File: config.mk
export PLATFORM = sky130hd
export DESIGN_NAME = rrf_alloc_unit
export DESIGN_NICKNAME = d
export VERILOG_FILES = /design/src/rtl/rrf_alloc_unit.sv
export SDC_FILE = /design/constraint.sdc
export NUM_CORES = 1
export LEC_CHECK = 0
export ABC_AREA = 1
export CAP_MARGIN = 5
export CORE_AREA = 5 5 74 49
export CTS_CLUSTER_DIAMETER = 80
export DETAILED_ROUTE_END_ITERATION = 10
export DIE_AREA = 0 0 79 54
export PLACE_DENSITY_LB_ADDON = 0.08
export RECOVER_POWER = 50
export SLEW_MARGIN = 30
export SYNTH_ARGS = -nofsm -noshare
export SYNTH_HDL_FRONTEND = slang
export SYNTH_SLANG_ARGS = --single-unit
File: constraint.sdc
create_clock -name clk_i -period 2.9 [get_ports clk_i]
set_clock_uncertainty 0.15 [all_clocks]
set_input_delay 0.435 -clock clk_i [delete_from_list [all_inputs] [get_ports clk_i]]
set_output_delay 0.435 -clock clk_i [all_outputs]
set_load 0.005 [all_outputs]
File: src/rtl/rrf_alloc_unit.sv
// In-order rename/ROB entry allocator: one grant per cycle, reclaims on commit.
// Optional flush recovery is compiled in with `define RRF_FLUSH_EN.
module rrf_alloc_unit #(
    parameter int RRF_NUM            = 64,
    parameter int RRF_SEL            = 6,
    parameter bit CHK_ILLEGAL_COMMIT = 1'b1
) (
    input  logic               clk_i,
    input  logic               reset_n_i,
    input  logic               dp1_req_i,
    input  logic               stall_dp_i,
    input  logic               comnum_i,
`ifdef RRF_FLUSH_EN
    input  logic               flush_i,
`endif
    output logic [RRF_SEL-1:0] dp1_addr_o,
    output logic               dp1_grant_o,
    output logic               allocatable_o,
    output logic [RRF_SEL:0]   freenum_o,
    output logic [RRF_SEL-1:0] rrfptr_o,
    output logic               nextrrfcyc_o,
    output logic [RRF_SEL-1:0] commit_ptr_o
);

    localparam logic [RRF_SEL:0]   FREE_MAX = (RRF_SEL+1)'(RRF_NUM);
    localparam logic [RRF_SEL:0]   FREE_ONE = (RRF_SEL+1)'(1);
    localparam logic [RRF_SEL-1:0] PTR_ONE  = RRF_SEL'(1);
    localparam logic [RRF_SEL-1:0] PTR_LAST = RRF_SEL'(RRF_NUM - 1);

    logic [RRF_SEL-1:0] rrfptr_q, rrfptr_d;
    logic [RRF_SEL-1:0] commit_ptr_q, commit_ptr_d;
    logic [RRF_SEL:0]   freenum_q, freenum_d;
    logic               nextrrfcyc_q, nextrrfcyc_d;
    logic               com_cyc_q, com_cyc_d;
    logic               allocatable;
    logic               grant;
    logic               com_ok;

    // NOTE: every always_comb output gets a default first, so no path leaves a latch.
    always_comb begin
        allocatable  = (freenum_q != '0);
        grant        = dp1_req_i & ~stall_dp_i & allocatable;
`ifdef RRF_FLUSH_EN
        grant        = grant & ~flush_i;
`endif
        // A commit with nothing outstanding is dropped rather than corrupting the count.
        com_ok       = comnum_i & (freenum_q != FREE_MAX);

        commit_ptr_d = commit_ptr_q;
        com_cyc_d    = com_cyc_q;
        rrfptr_d     = rrfptr_q;
        nextrrfcyc_d = nextrrfcyc_q;
        freenum_d    = freenum_q;

        if (com_ok) begin
            commit_ptr_d = commit_ptr_q + PTR_ONE;
            if (commit_ptr_q == PTR_LAST) begin
                com_cyc_d = ~com_cyc_q;
            end
        end

        if (grant) begin
            rrfptr_d = rrfptr_q + PTR_ONE;
            if (rrfptr_q == PTR_LAST) begin
                nextrrfcyc_d = ~nextrrfcyc_q;
            end
        end

        case ({com_ok, grant})
            2'b10:   freenum_d = freenum_q + FREE_ONE;
            2'b01:   freenum_d = freenum_q - FREE_ONE;
            default: freenum_d = freenum_q;
        endcase

`ifdef RRF_FLUSH_EN
        // Squash: the allocation pointer snaps back to the post-commit head, ring empty.
        if (flush_i) begin
            rrfptr_d     = commit_ptr_d;
            nextrrfcyc_d = com_cyc_d;
            freenum_d    = FREE_MAX;
        end
`endif
    end

    // NOTE: state registers use non-blocking assignments so all updates see pre-edge values.
    always_ff @(posedge clk_i or negedge reset_n_i) begin
        if (!reset_n_i) begin
            rrfptr_q     <= '0;
            commit_ptr_q <= '0;
            freenum_q    <= FREE_MAX;
            nextrrfcyc_q <= 1'b0;
            com_cyc_q    <= 1'b0;
        end else begin
            rrfptr_q     <= rrfptr_d;
            commit_ptr_q <= commit_ptr_d;
            freenum_q    <= freenum_d;
            nextrrfcyc_q <= nextrrfcyc_d;
            com_cyc_q    <= com_cyc_d;
        end
    end

    assign dp1_addr_o    = rrfptr_q;
    assign dp1_grant_o   = grant;
    assign allocatable_o = allocatable;
    assign freenum_o     = freenum_q;
    assign rrfptr_o      = rrfptr_q;
    assign nextrrfcyc_o  = nextrrfcyc_q;
    assign commit_ptr_o  = commit_ptr_q;

    illegal_commit_a: assert property (@(posedge clk_i) disable iff (!reset_n_i || !CHK_ILLEGAL_COMMIT)
        !(comnum_i && freenum_q == FREE_MAX))
    else $error("rrf_alloc_unit: commit with no outstanding entries");

    // Occupancy equals pointer distance; freenum disambiguates full from empty.
    occupancy_a: assert property (@(posedge clk_i) disable iff (!reset_n_i)
        (rrfptr_q - commit_ptr_q) == RRF_SEL'(FREE_MAX - freenum_q))
    else $error("rrf_alloc_unit: pointer distance disagrees with free count");

endmodule

==> flow_summary_export.csv <==
group,metric,value,unit
yosys,yosys.area.top_type_share,0.351,
finish,num-fill-cells,273,
yosys,seq_area_frac_synth,0.370,
clock_network,cts_buffer_depth,2,
global_route,grt_pass1_wl,5.02,mm
clock_network,clkSinkCount,20,
drt,wl_per_cell,11.7,µm
clock_network,tritoncts,"built",
timing,fin_setup_tns,0,ns
timing,rsz0062_at_grt,"false",
yosys,ys_warn_count,0,
clock_network,path_clk_slew,0.08,ns
yosys,syn-cell-area,0.00136,mm²
clock_network,cts_hold_buf,0,
yosys,synth_edf_count,0,
global_route,grt_util_met3,0.0351,
worst_setup_path,worstSetupPathType,"in -> out",
global_route,gr-usage-all-layers,0.151,
floorplan,design.core.area,0.00298,mm²
drt,firstDrtPassIters,4,
timing,tightest_slew,1.16,ns
place,dp.cells,246,
global_route,busiest_layer,"met2",
global_route,grt_pass1_vias,1077,
hold_path,min_path_type,"reg -> reg",
yosys,yosysMostFrequentCell,"nand2_1",
timing,hold_viol,0,
place,placed_cell_area,0.00169,mm²
finish,nets,229,
clock_network,clockRootBuffer,"clkbuf_8",
floorplan,die_w,79,µm
place,numPortBuffers,32,
timing,finalMaxSlewViolations,0,
finish,fin_area,0.00174,mm²
floorplan,die_area,0.00427,mm²
worst_setup_path,required,2.32,ns
global_route,antenna_found_initial,0,
place,dp.final_hpwl,2.27,mm
finish,multi_input_area,706,µm²
yosys,synthTopCellsByArea,"dfrtp_1, nand2_1, ha_1",
yosys,synth-seq-cells,20,
drt,ant_nets,0,
yosys,synth.largest_area_cell,"dfrtp_1",
floorplan,start_util,0.454,
power_and_ir_drop,p_leak,0.000867,µW
clock_network,numCtsBuffers,3,
finish,area_growth_syn_to_layout,28.3,%
drt,first_iter_violations,69,
drt,vias_per_cell,4.87,
drt,drcViolationCount,0,
drt,drt-total-wl,2.92,mm
clock_network,post-cts-setup-buffer-count,0,
finish,seq_area,502,µm²
clock_network,ctsResizeCount,0,
worst_setup_path,critPathCaptureType,"primary output",
finish,n_antenna_cell,0,
power_and_ir_drop,powerDensity,933,mW/mm²
yosys,syn-num-nets,196,
worst_setup_path,arrival,2.05,ns
drt,vias,1218,
run,drv_cap,0,
floorplan,fp-row-count,16,
yosys,async_flop_share,1.00,
power_and_ir_drop,vdd_ir_drop_max,0.428,mV
timing,setup_violations,0,
global_route,use_met1,0.213,
finish,drive_gt1_frac,0.0701,
yosys,syn_area_per_cell,7.45,µm²
timing,fmax,379,MHz
timing,slew_headroom,0.225,
finish,stdcell_count,250,
timing,min_period,2.64,ns
global_route,use_met2,0.237,
floorplan,ios,33,
clock_network,h-tree-depth,1,
worst_setup_path,crit_fanout,7,
yosys,synth_ff_type,"dfrtp_1",
global_route,grt_max_degree,21,
clock_network,clk_latency,0.26,ns
yosys,synthTopCellsByCount,"nand2_1, inv_1, dfrtp_1, nand3_1",
worst_setup_path,reg2reg_slack,0.40,ns
worst_setup_path,start_kind,"input port",
place,gp_congestion,0.936,
global_route,overflow,0,
status,status,"completed",
timing,finalCritPeriodShare,0.909,
yosys,synth_cell_type_count,26,
yosys,synthCells,182,
floorplan,die_h,54,µm
## routing by layer
layer  share of wire  up-vias
li1                -      627
met1            0.52      556
met2            0.43       32
met3           0.048        3
met4          0.0048        0
met5               0        -
## layout by cell type (no fill, tap or decap), types with 2 or more instances in the layout
cell             count
nand2_2              2
clkdlybuf4s50_1     29
nor3_1               2
clkbuf_8             4
xnor2_1              8
buf_4                2
nor2_1               9
ha_1                 8
inv_1               22
nand2_1             69
dfrtp_1             19
o21ai_0              5
a21oi_1              4
nand2_4              2
nand3_1             15
dlygate4sd3_1        3
## sequential cells by signal (all words and copies together), names as in the netlist
name and flops:
commit_ptr_o 6, dp1_addr_o 6, freenum_o 7, nextrrfcyc_o 1
## where the power goes
part / switching (µW) / internal [µW] / leakage, µW
clock network: 95.2 / 121 / 0.0000288
registers: 163 / 396 / 0.000252
logic: 386 / 460 / 0.000586
## cell families after synthesis
group,after synthesis,share of synthesized area
xor gates and xnor gates,9,0.0582
adders and majority gates,9,0.0886
AOI/OAI and AO/OA,11,0.0443
and+or+nand+nor,102,0.333
buffers and inverters,31,0.105
DFF,20,0.370
## final timing paths
kind / from / end / cells past startpoint
worst max-delay path: dp1_req_i / dp1_grant_o / 7
worst min-delay path: nextrrfcyc_o$_DFFE_PN0P_ / nextrrfcyc_o$_DFFE_PN0P_ / 2
worst max register to register: freenum_o[6]$_DFFE_PN1P_ / freenum_o[6]$_DFFE_PN1P_ / 14
worst min register to register: nextrrfcyc_o$_DFFE_PN0P_ / nextrrfcyc_o$_DFFE_PN0P_ / 2
max in group asynchronous: reset_n_i / freenum_o[4]$_DFFE_PN0P_ / 2
min in group asynchronous: reset_n_i / dp1_addr_o[5]$_DFFE_PN0P_ / 2
## per-stage QoR
| step | setup WS, ns | util | power (µW) | hold slack (ns) |
|---|---|---|---|---|
| floorplan | 0.533 | - | 1050 | -0.0106 |
| global placement | 0.238 | 0.568 | 1410 | 0.327 |
| detailed placement | 0.216 | 0.568 | 1430 | 0.337 |
| CTS | 0.355 | 0.586 | 1650 | 0.352 |
| global route | 0.136 | 0.583 | 1780 | 0.417 |
| finish | 0.264 | 0.583 | 1620 | 0.362 |
## worst max-delay path: stages
cell	delay, ns
dlygate4sd3_1	0.53
inv_1	0.06
nor2_4	0.14
inv_1	0.05
nor2_1	0.15
buf_4	0.17
clkdlybuf4s50_1	0.50
## area by class of cell
class	count	share of cell area
Inverter	24	0.0526
Clock buffer	4	0.0317
Sequential cell	20	0.289
Tap cell	36	0.0259
Timing Repair Buffer	35	0.195
Multi-Input combinational cell	131	0.406
(Power assumes the default switching activity.)
